## src/rtl/johnson_updown_counter_ctrl.sv

```systemverilog
// Johnson (twisted-ring) up/down counter with checked load, illegal-state recovery,
// wrap/saturate modes, terminal count and a registered binary ring index.
module johnson_updown_counter_ctrl #(
  parameter  int WIDTH = 4,
  localparam int IDX_W = $clog2(2 * WIDTH)
) (
  input  logic             clk,
  input  logic             rst_n,
  input  logic             enable,
  input  logic             up_down,
  input  logic             sat,
  input  logic             load,
  input  logic [WIDTH-1:0] load_value,
  output logic [WIDTH-1:0] count,
  output logic [IDX_W-1:0] index,
  output logic             tc,
  output logic             err,
  output logic             err_sticky
);

  localparam logic [WIDTH-1:0] RESET_PAT = {1'b1, {(WIDTH-1){1'b0}}};
  localparam logic [IDX_W-1:0] IDX_LAST  = IDX_W'(2 * WIDTH - 1);
  localparam logic [IDX_W-1:0] IDX_ZERO  = {IDX_W{1'b0}};
  localparam logic [IDX_W-1:0] IDX_ONE   = IDX_W'(1);

  // A ring pattern is legal when adjacent bits differ at most once.
  function automatic logic is_legal(input logic [WIDTH-1:0] p);
    int trans;
    trans = 0;
    for (int i = 0; i < WIDTH - 1; i++) begin
      trans += int'(p[i] ^ p[i+1]);
    end
    return (trans <= 1);
  endfunction

  // Position of a legal pattern: MSB set -> (ones - 1), MSB clear -> (W - 1 + zeros).
  function automatic logic [IDX_W-1:0] decode_idx(input logic [WIDTH-1:0] p);
    int ones;
    ones = 0;
    for (int i = 0; i < WIDTH; i++) begin
      ones += int'(p[i]);
    end
    if (p[WIDTH-1]) begin
      return IDX_W'(ones - 1);
    end else begin
      return IDX_W'(WIDTH - 1 + (WIDTH - ones));
    end
  endfunction

  logic [WIDTH-1:0] count_r, count_nx_s;
  logic [IDX_W-1:0] index_r, index_nx_s;
  logic             err_r, err_nx_s;
  logic             err_sticky_r, err_sticky_nx_s;
  logic             cur_legal_s;
  logic             at_term_s;

  assign cur_legal_s = is_legal(count_r);
  assign at_term_s   = up_down ? (index_r == IDX_LAST) : (index_r == IDX_ZERO);

  // Next-state selection in priority order: load, corruption recovery, step, hold.
  always_comb begin
    count_nx_s      = count_r;
    index_nx_s      = index_r;
    err_nx_s        = 1'b0;
    err_sticky_nx_s = err_sticky_r;
    if (load) begin
      if (is_legal(load_value)) begin
        count_nx_s = load_value;
        index_nx_s = decode_idx(load_value);
      end else begin
        count_nx_s      = RESET_PAT;
        index_nx_s      = IDX_ZERO;
        err_nx_s        = 1'b1;
        err_sticky_nx_s = 1'b1;
      end
    end else if (!cur_legal_s) begin
      count_nx_s      = RESET_PAT;
      index_nx_s      = IDX_ZERO;
      err_nx_s        = 1'b1;
      err_sticky_nx_s = 1'b1;
    end else if (enable) begin
      if (sat && at_term_s) begin
        count_nx_s = count_r;
        index_nx_s = index_r;
      end else if (up_down) begin
        count_nx_s = {~count_r[0], count_r[WIDTH-1:1]};
        index_nx_s = (index_r == IDX_LAST) ? IDX_ZERO : (index_r + IDX_ONE);
      end else begin
        count_nx_s = {count_r[WIDTH-2:0], ~count_r[WIDTH-1]};
        index_nx_s = (index_r == IDX_ZERO) ? IDX_LAST : (index_r - IDX_ONE);
      end
    end else begin
      count_nx_s = count_r;
      index_nx_s = index_r;
    end
  end

  // State register with synchronous active-low reset.
  always_ff @(posedge clk) begin
    if (!rst_n) begin
      count_r      <= RESET_PAT;
      index_r      <= IDX_ZERO;
      err_r        <= 1'b0;
      err_sticky_r <= 1'b0;
    end else begin
      count_r      <= count_nx_s;
      index_r      <= index_nx_s;
      err_r        <= err_nx_s;
      err_sticky_r <= err_sticky_nx_s;
    end
  end

  assign count      = count_r;
  assign index      = index_r;
  assign err        = err_r;
  assign err_sticky = err_sticky_r;
  assign tc         = enable & ~load & cur_legal_s & at_term_s;

endmodule

```

## config.mk

```make
export PLATFORM = sky130hd
export DESIGN_NAME = johnson_updown_counter_ctrl
export DESIGN_NICKNAME = d
export VERILOG_FILES = /design/src/rtl/johnson_updown_counter_ctrl.sv
export SDC_FILE = /design/constraint.sdc
export NUM_CORES = 1
export LEC_CHECK = 0
export CAP_MARGIN = 5
export CORE_MARGIN = 2
export CORE_UTILIZATION = 47
export DETAILED_ROUTE_END_ITERATION = 8
export PLACE_DENSITY = 0.88
export SETUP_SLACK_MARGIN = 0.5
export SYNTH_ARGS = -nofsm -noshare
export SYNTH_HDL_FRONTEND = slang
export SYNTH_SLANG_ARGS = --single-unit
```

## constraint.sdc

```tcl
create_clock -name clk -period 2.8 [get_ports clk]
set_input_delay 0.42 -clock clk [delete_from_list [all_inputs] [get_ports clk]]
set_output_delay 0.42 -clock clk [all_outputs]
set_load 0.05 [all_outputs]
```

* Word level (Yosys, flattened, before mapping)
Cells that the tools add are included.
** Storage, ports and cells
- Register bits :: 9
- Latch bits :: 0
- Memory bits (writable) :: 0
- ROM bits :: 0
- Input port bits :: 10
- Output and inout port bits :: 10
- Logic and storage cells :: 61
- Memories :: 0
** Cells by class
- Add/subtract/negate cells :: 12
- Multiply operators :: 0
- Div/mod/pow operators :: 0
- Order comparisons :: 2
- Equality and inequality tests :: 5
- Shifts and indexed selects :: 0
- Mux-type cells :: 22
- Bitwise logic cells :: 12
- Reduce and logical (&&, ||, !) cells :: 4
** Operator list (count)
- two-way mux 3 bit :: 9
- two-way mux 4 bit :: 6
- adder 2 x 1 -> 3 bit :: 3
- two-way mux 1 bit :: 7
- adder 1 x 1 -> 2 bit :: 3
- less-or-equal comparator 3 x 1 -> 1 bit (second input constant) :: 2
- inequality test 3 bit (second input constant) :: 2
- subtractor 3 x 1 -> 3 bit (second input constant) :: 2
- bitwise XOR 1 bit :: 6
- inequality test 2 bit (second input constant) :: 2
- AND reduction 2 bit :: 2
- adder 3 x 1 -> 3 bit :: 1
- adder 3 x 1 -> 3 bit (second input constant) :: 1
- adder 3 bit (first input constant) :: 1
- bitwise AND 1 bit :: 3
- == test 3 bit (second input constant) :: 1
- logical NOT 3 bit :: 1
- NOT 1 bit :: 3
- subtractor 3 bit (first input constant) :: 1
- logical AND 1 bit :: 1

* Depth between registers and ports, before layout
Gate-level depths: netlist of run 1.
- Word-level depth :: 8
- Gate-level depth with buffers :: 10
- Mapped depth without buffers :: 10

* Worst setup path before layout of run 1
Ideal clock, no wire load.
- Kind :: register to output
- Start :: reg count_r[1] (netlist: count[1])
- End :: out tc
- Arrival :: 2729 ps
- Required time :: 2380 ps
- Path slack :: -349 ps
- Cell stages (with the launch flop) :: 6
- Buffers on the path :: 1
- Cell sequence :: dfxtp_1 > xor2_1 > ha_1 > a211o_1 > buf_2 > nor3_1
** Between the ends
- Word-level cells in the longest chain between the ends :: 6
- Elaborated cells between the ends (all ways) :: 7
- Classes of those cells :: 2 x add/sub; 1 x order compare; 4 x bitwise
** RTL lines
- from (decl) :: line 50 : logic [WIDTH-1:0] count_r, count_nx_s;
- from (signal assigned) :: line 106 : count_r <= count_nx_s;
- bitwise XOR 1 bit :: line 31 : trans += int'(p[i] ^ p[i+1]);
- adder 1 x 1 -> 2 bit (*) :: line 31
- adder 2 x 1 -> 3 bit (*) :: line 31
- less-or-equal comparator 3 x 1 -> 1 bit (*) :: line 33 : return (trans <= 1);
- bitwise AND 1 bit (*) (2 in a row) :: line 117 : assign tc = enable & ~load & cur_legal_s & at_term_s;
- to (decl) :: line 16 : output logic tc,
Every way passes the cells marked *; elsewhere a longest branch is shown, timed or not.

* Final worst setup path of run 1
- Start :: reg count_r[0] (netlist: count[0])
- End :: out tc
** Between the ends
- Word-level cells in the longest chain between the ends :: 6
** RTL lines (line)
- bitwise XOR 1 bit :: 31
- adder 1 x 1 -> 2 bit :: 31
- adder 2 x 1 -> 3 bit :: 31
- less-or-equal comparator 3 x 1 -> 1 bit :: 33
- bitwise AND 1 bit (2 in a row) :: 117
No other way between the ends.

==> reports/results.txt, run 1 <==
Aggregate global routing overflow: 0
Ys flop type: dfxtp_1
Layout cells sized above 1: 22.8%
Tot Pwr: 898 µW
Area contributors post-synth: dfxtp_1 24%, ha_1 16%, xor2_1 6.9%
PwrDens: 853 nW/µm²
Core area: 1520 µm²
Final Cell Area: 1050 µm²
Cell leakage power: 0.491 nW
CTS clk-pin slew, worst paths: 0.06 ns
Remaining DRCs: 0
GPL Wtd Cong: 0.784
Pin count of the biggest net entering global routing: 16
Initial Util: 50.2%
TritonCTS clock tree: yes
Maxcap violations: 0
Worst-Skew Late Latency: 0.26 ns
Clock Tree Root: clkbuf_4
Nets: 136
Share of synthesized registers carrying an async set or reset: 0%
Total die area: 1970 µm²
Synth Net Count: 111
Distinct cell type count after synthesis: 30
DR iter-0 viols: 22
Clock sinks: 9
Synth-to-Final Area Change: 37.8%
Final setup vio count: 0
IO Count: 20
Vias in the first global route: 691
WP data arrival: 1.81 ns
Final min period: 2.23 ns
Placement row count: 14
Post-route clock period utilization: 79.6%
Area after DPL: 1020 µm²
Fmax: 0.449 GHz
TritonCTS Buffers: 3
Max Fanout on Critical Path: 5
Yosys reg bits: 9
DR pass1 iterations: 4
I/O Buffers: 19
Initial antenna violation count: 0
Cell taking the most area after synthesis: dfxtp_1
Clk buf depth: 2
Via Count: 738
Post-synth EDFFs: 0
Req. time, crit path: 2.38 ns
Least-Margin Pin Slew: 0.507 ns
Post-Route WL: 1.77 mm
Crit Path Class: flop to output port
CP startpoint kind: flop
Die span in y: 44.3 µm
Ant. Diodes: 0
Vias per cell: 5.68
Mapped Cells: 90
Hpwl dp: 1.27 mm
Final hold vios: 0
Critical Path End Type: output port
First-pass GRT wire length: 3.06 mm
GRT Util Overall: 20.7%
CTS H-tree depth: 1
Mapped Avg Cell Area: 8.49 µm²
RSZ-0062 raised after global routing: no
Status: finished, final reports clean
Hold Path Class: flop to flop
Fin. max-slew vios: 0
Setup Skew: 0.00219 ns
Hold buffers post-CTS: 0
Seq/Total Area, Yosys: 23.6%
Ys Warns: 0
Wirelength per Cell: 13.6 µm
Yosys top cell area share: 23.6%
Routed Antenna Nets: 0
Mapped Area: 764 µm²
Worst ir drop on vdd: 0.485 mV
Die X: 44.3 µm
Slew Limit Headroom: 66.1%
==> path summary, 6_finish.rpt <==
kind / end / slack, ns / cells past startpoint / startpoint
setup / recovery: tc / 0.57 / 5 / count[0]$_SDFFE_PN0P_
hold / removal: err_sticky$_SDFFE_PN0P_ / 0.46 / 1 / err_sticky$_SDFFE_PN0P_
setup reg to reg: index[1]$_SDFFE_PN0P_ / 0.71 / 6 / count[0]$_SDFFE_PN0P_
hold reg to reg: err_sticky$_SDFFE_PN0P_ / 0.46 / 1 / err_sticky$_SDFFE_PN0P_
==> metrics by stage <==
stage / std cells / setup slack (ns) / util (%) / hold WS, ns / TNS (ns)
3_3_place_gp: 125 / -0.0529 / 67.2 / 0.435 / -0.0529
2_1_floorplan: 90 / 0.539 / - / 0.624 / 0
5_1_grt: 130 / 0.498 / 69.1 / 0.493 / 0
6_report: 130 / 0.572 / 69.1 / 0.461 / 0
3_5_place_dp: 125 / -0.0967 / 67.2 / 0.443 / -0.103
4_1_cts: 130 / 0.474 / 69.8 / 0.463 / 0
==> layout by cell type (no fill, tap or decap), types with 4 or more instances in the layout <==
master,count
clkdlybuf4s50_1,15
inv_1,10
a21oi_1,10
ha_1,9
xor2_1,6
dfxtp_4,4
dfxtp_1,5
nor2_1,6
buf_4,5
o31ai_1,5
==> what timing repair did <==
action / in CTS / in global routing
pin swaps: 1 / 2
gates cloned: 0 / 0
buffers inserted: 1 / 0
endpoints found under the setup margin: 3 / 3
resized for setup: 9 / 6
hold endpoints to repair: 0 / 0
==> where the power goes <==
| group | switching [mW] | total [mW] | internal [mW] |
|---|---|---|---|
| registers | 0.0541 | 0.232 | 0.177 |
| clock network | 0.0458 | 0.101 | 0.0550 |
| logic | 0.337 | 0.566 | 0.229 |
==> state kept, by name (all words and copies together) (netlist names) <==
name / cells
index: 3
count: 4
err: 1
err_sticky: 1
==> area by class of cell <==
cell class                 instances  area (µm²)
fill                             108         470
sequential                         9         195
timing repair buffer              24         223
inverter                          13        48.8
multi-input combinational         64         541
clock buffer                       4        26.3
tap                               16        20.0
==> synth_stat cells, types with 2 or more instances <==
master,number
o22a_1,3
a21oi_1,10
o21ai_0,2
buf_2,2
clkbuf_1,2
a21o_1,2
ha_1,10
o31ai_1,5
dfxtp_1,9
a211o_1,2
nor2_1,6
xor2_1,6
inv_1,13
mux2i_1,2
==> cells by family (layout without fill, tap and decap cells) <==
group / after synthesis / count (layout) / synth area share [%]
multiplexers: 2 / 2 / 2.62
AO/OA/AOI/OAI: 32 / 32 / 30.1
flip-flops: 9 / 9 / 23.6
XOR/XNOR: 6 / 6 / 6.87
adder cells (fa/ha/maj): 11 / 11 / 19.0
buffers and inverters: 17 / 41 / 8.68
AND/OR/NAND/NOR: 13 / 13 / 9.17
==> critical path, cell delays in order, from the launching register on <==
cell and delay, ns:
dfxtp_4 0.36, xor2_1 0.16, ha_1 0.31, a211o_4 0.36, nor3_4 0.20, buf_12 0.16
==> layer usage <==
metal,GRT usage [%],wire length [µm],vias up
met3,2.45,67,2
met5,0,0,-
met1,29.9,876,348
li1,-,-,374
met4,7.27,7,0
met2,31.8,820,14
(Power assumes the default switching activity.)
==> run 2, diff against run 1 <==
- CORE_UTILIZATION: 47 -> 42
- PLACE_DENSITY: 0.88 -> 0.83
- clock period: 2.8 -> 2 ns (I/O delays scaled with it)
==> run 2 against run 1 <==
Register-to-register slack worse by 0.70 ns. Clock-buffer cell count is 1 lower. Sequential share of layout area is 3.5 points lower. Via count is 13% higher. Final area is 26% higher. Utilization is 7.5 points higher. Critical path depth stayed put. Largest power group unchanged. Clock skew hardly changed. Total power is 65% higher. Combinational power is 80% higher. Flip-flop and latch count stayed put.
==> reports/results.txt, run 2 (synthesis gave the netlist of run 1 again) <==
Status: finished, final reports clean
Flop2flop setup slack: 0.01 ns
Most crowded layer after global routing: met2
Final Cell Area: 1320 µm²
Total die area: 2180 µm²
Final hold vios: 0
Vias in the first global route: 782
Initial antenna violation count: 0
Least-Margin Pin Slew: 0.497 ns
DR pass1 iterations: 4
Area after DPL: 1150 µm²
Hpwl dp: 1.51 mm
Final min period: 2.00 ns
CTS H-tree depth: 1
Req. time, crit path: 1.70 ns
Layout cells sized above 1: 47.3%
Clk buf depth: 2
Max reg flops: 4
IO Count: 20
Hold buffers post-CTS: 0
Final setup vio count: 0
Worst ir drop on vdd: 0.749 mV
Worst-Skew Late Latency: 0.27 ns
Clock sinks: 9
Met1 Use GR: 26.8%
CTS clk-pin slew, worst paths: 0.07 ns
TritonCTS Buffers: 3
Remaining DRCs: 0
Crit Path Class: flop to output port
Tot Pwr: 1.48 mW
I/O Buffers: 19
Setup WS post-layout: 0.00134 ns
Routed Antenna Nets: 0
Post-Route WL: 2.26 mm
Wirelength per Cell: 14.7 µm
CP startpoint kind: flop
DR iter-0 viols: 37
Initial Util: 44.3%
Worst Hold Slack: 0.460 ns
Ant. Diodes: 0
Pre-CTS setup slack: -0.870 ns
TritonCTS clock tree: yes
Most frequent cells in the layout: 17 x buf_4, 9 x inv_1, 8 x a21oi_1
Clock Tree Root: clkbuf_4
Routing usage on met2: 36.7%
Fmax: 0.500 GHz
Synth-to-Final Area Change: 73.0%
Cell leakage power: 0.605 nW
FILL cells: 114
First-pass GRT wire length: 3.24 mm
Vias per cell: 5.42
PwrDens: 1120 nW/µm²
GRT Util Overall: 21.1%
GPL Wtd Cong: 0.818
Hold Path Class: flop to flop
Setup Skew: 0.00212 ns
Slew Limit Headroom: 67.0%
Met3 usage: 5.10%
Pin count of the biggest net entering global routing: 15
WP data arrival: 1.70 ns
Core area: 1730 µm²
Aggregate global routing overflow: 0
Die span in y: 46.7 µm
Fin. max-slew vios: 0
Placement row count: 15
Critical Path End Type: output port
Commonest non-fill, non-tap cell in the layout: buf_4
Nets: 151
Maxcap violations: 0
Max Fanout on Critical Path: 2
Total Neg Setup Slack: 0 ns
Post-route clock period utilization: 99.9%
RSZ-0062 raised after global routing: yes
Via Count: 834
Die X: 46.7 µm
[run 2: cell types whose count changed in the layout (fill, tap and decap cells not counted), moves of 3 or more]
| cell | change |
|---|---|
| buf_4 | +12 |
| clkdlybuf4s50_1 | -9 |
| clkdlybuf4s15_2 | +4 |
| dfxtp_1 | -3 |
| dfxtp_2 | +3 |
| dlygate4sd2_1 | +3 |
| ha_1 | -3 |
| ha_4 | +3 |
| o31ai_1 | -3 |
[run 2: final cells by class]
class,instances,area (µm²),area share (%)
inverter,13,66.3,5.01
clock buffer,3,22.5,1.70
multi-input combinational,64,627,47.4
sequential,9,199,15.0
tap,25,31.3,2.37
clock inverter,1,5.00,0.378
timing repair buffer,39,372,28.1
[run 2: layer usage]
layer	vias up	share of wire (%)
met4	0	0.93
met3	2	4.6
met5	-	0
li1	399	-
met2	26	51
met1	407	43
[run 2: worst max-delay path, cell delays in order, from the launching register on]
cell and delay [ns]:
dfxtp_4 0.35, xor2_1 0.17, ha_1 0.28, a211o_1 0.31, nor3_4 0.16, buf_12 0.16
[run 2: power by group]
group          internal [mW]  switching (mW)  total [mW]
clock                 0.0740          0.0765       0.150
combinational          0.443           0.578        1.02
sequential             0.252          0.0578       0.310
total                  0.769           0.712        1.48
[run 2: path summary, 6_finish.rpt]
kind / endpoint / depth (start not counted) / from
setup / recovery: tc / 5 / count[0]$_SDFFE_PN0P_
hold / removal: err_sticky$_SDFFE_PN0P_ / 1 / err_sticky$_SDFFE_PN0P_
setup reg to reg: index[0]$_SDFFE_PN0P_ / 7 / count[0]$_SDFFE_PN0P_
hold reg to reg: err_sticky$_SDFFE_PN0P_ / 1 / err_sticky$_SDFFE_PN0P_
[run 2: stage by stage]
step,std cells,util (%)
6_report,154,76.6
5_1_grt,154,76.6
4_1_cts,152,72.3
3_5_place_dp,143,66.5
3_3_place_gp,143,66.5
2_1_floorplan,90,-
[run 2: what timing repair did]
item | CTS | global route
resized for setup | 44 | 15
pin swaps | 10 | 5
endpoints found under the setup margin | 19 | 12
setup buffers | 5 | 2
==> run 3, diff against run 2 <==
- CORE_UTILIZATION: 42 -> 49
- CTS_BUF_LIST: default -> sky130_fd_sc_hd__clkbuf_4 sky130_fd_sc_hd__clkbuf_8
- PLACE_DENSITY: 0.83 -> 0.9
- clock period: 2 -> 2.1 ns (I/O delays scaled with it)
==> run 3 against run 2 <==
Clock-buffer cell count did not move. Critical path depth up 3. Hold slack gained 0.0029 ns. Sequential power fell by 5%.
==> reports/results.txt, run 3 (synthesis gave the netlist of run 1 again) <==
Synth-to-Final Area Change: 74.1%
Net switching power: 733 µW
Combinational Power Share: 71.4%
CTS H-tree depth: 1
DR iter-0 viols: 40
Initial Util: 51.3%
Finished Layout Cells: 146
Placed Cells incl. Taps: 132
Flop2flop setup slack: 0.01 ns
Crit path launch: count[1]$_SDFFE_PN0P_
PwrDens: 1150 nW/µm²
GPL Wtd Cong: 0.804
Hold Path Class: flop to flop
Die X: 43.5 µm
Setup Skew: 0.00528 ns
Die span in y: 43.5 µm
Final hold vios: 0
Final Cell Area: 1330 µm²
Aggregate global routing overflow: 0
Hold Startpoint: err_sticky$_SDFFE_PN0P_
Final min period: 2.09 ns
Least-Margin Pin Slew: 0.506 ns
Crit Path Class: flop to flop
RSZ-0062 raised after global routing: yes
Sw frac: 47.7%
Remaining DRCs: 0
Pin count of the biggest net entering global routing: 11
Tot Pwr: 1.54 mW
Worst-Skew Late Latency: 0.28 ns
Fin. max-slew vios: 0
Slew Limit Headroom: 66.4%
Req. time, crit path: 2.31 ns
Initial antenna violation count: 0
Max Fanout on Critical Path: 7
CP startpoint kind: flop
Clock sinks: 9
Clk buf depth: 2
First-pass GRT wire length: 4.43 mm
RR Endpoint: index[0]$_SDFFE_PN0P_
Post-Route WL: 2.88 mm
Routed Antenna Nets: 0
WP data arrival: 2.30 ns
Max reg flops: 4
R2R cell count: 8
R2r startpoint: count[1]$_SDFFE_PN0P_
GRT Util Overall: 32.1%
Commonest non-fill, non-tap cell in the layout: buf_4
Final setup vio count: 0
Total die area: 1890 µm²
Nets: 152
IO Count: 20
Register area: 199 µm²
I/O Buffers: 19
Vias per cell: 6.05
Worst hold endpoint: err_sticky$_SDFFE_PN0P_
Multi-input logic area: 637 µm²
Vias in the first global route: 888
Hpwl dp: 1.55 mm
Status: finished, final reports clean
DR pass1 iterations: 4
Part of the power in registers: 19.1%
Fmax: 0.479 GHz
TritonCTS clock tree: yes
FILL cells: 67
Hold path cells: 1
Layout cells sized above 1: 44.6%
Setup WS post-layout: 0.0102 ns
Clock share of power: 9.5%
Worst ir drop on vdd: 0.905 mV
Cell leakage power: 0.629 nW
TritonCTS Buffers: 3
Total Neg Setup Slack: 0 ns
Clock Tree Root: clkbuf_4
Ant. Diodes: 0
Post-route clock period utilization: 99.5%
Cell internal pwr: 803 µW
Via Count: 884
Area after DPL: 1120 µm²
Hold buffers post-CTS: 0
Placement row count: 14
CTS clk-pin slew, worst paths: 0.07 ns
Core area: 1490 µm²
Critical Path End Type: flop
Most frequent cells in the layout: 18 x buf_4, 9 x inv_1, 8 x a21oi_1
Pre-CTS setup slack: -0.744 ns
Maxcap violations: 0
Wirelength per Cell: 19.7 µm
## run 3: routing by layer
layer	vias up	wire (µm)	track usage, %
met5	-	0	0
li1	401	-	-
met1	426	1170	41.2
met2	46	1450	54.9
met3	11	192	7.50
met4	0	75	6.67
## run 3: area by class of cell
cell class	count	share of cell area, %
Timing Repair Buffer	40	29.0
Sequential cell	9	14.9
Tap cell	16	1.50
Clock buffer	3	1.69
Clock inverter	1	0.376
Multi-Input combinational cell	64	47.8
Inverter	13	4.61
## run 3: per-stage QoR
step	hold slack (ns)	util [%]
floorplan	0.506	-
global placement	0.439	75.4
detailed placement	0.458	75.4
CTS	0.467	86.1
global route	0.493	89.4
finish	0.463	89.4
## run 3: repair_timing
action / 4_1_cts / 5_1_grt
endpoints found under the setup margin: 19 / 13
resized for setup: 43 / 7
pin swaps: 6 / 2
buffers inserted: 6 / 3
gates cloned: 1 / 0
## run 3: worst max-delay path by stage
stage                                 end  slack, ns
floorplan                              tc      -0.02
global placement    index[1]$_SDFFE_PN0P_      -0.69
detailed placement  index[1]$_SDFFE_PN0P_      -0.74
CTS                                    tc       0.03
global route        index[0]$_SDFFE_PN0P_       0.01
finish              index[0]$_SDFFE_PN0P_       0.01
## run 3: power groups by stage
| stage | Clock (mW) | Sequential, mW | Combinational, mW |
|---|---|---|---|
| 3_5_place_dp | 0 | 0.315 | 0.781 |
| 2_1_floorplan | 0 | 0.485 | 0.366 |
| 3_3_place_gp | 0 | 0.312 | 0.743 |
| 4_1_cts | 0.149 | 0.286 | 0.982 |
| 5_1_grt | 0.154 | 0.299 | 1.15 |
| 6_report | 0.146 | 0.293 | 1.10 |
## run 3: worst max-delay path, stage by stage, from the launching register on
cell,delay (ns)
dfxtp_4,0.35
xor2_1,0.18
ha_1,0.26
a211o_1,0.31
buf_4,0.16
buf_6,0.11
bufbuf_16,0.27
a21oi_1,0.15
o221a_1,0.22
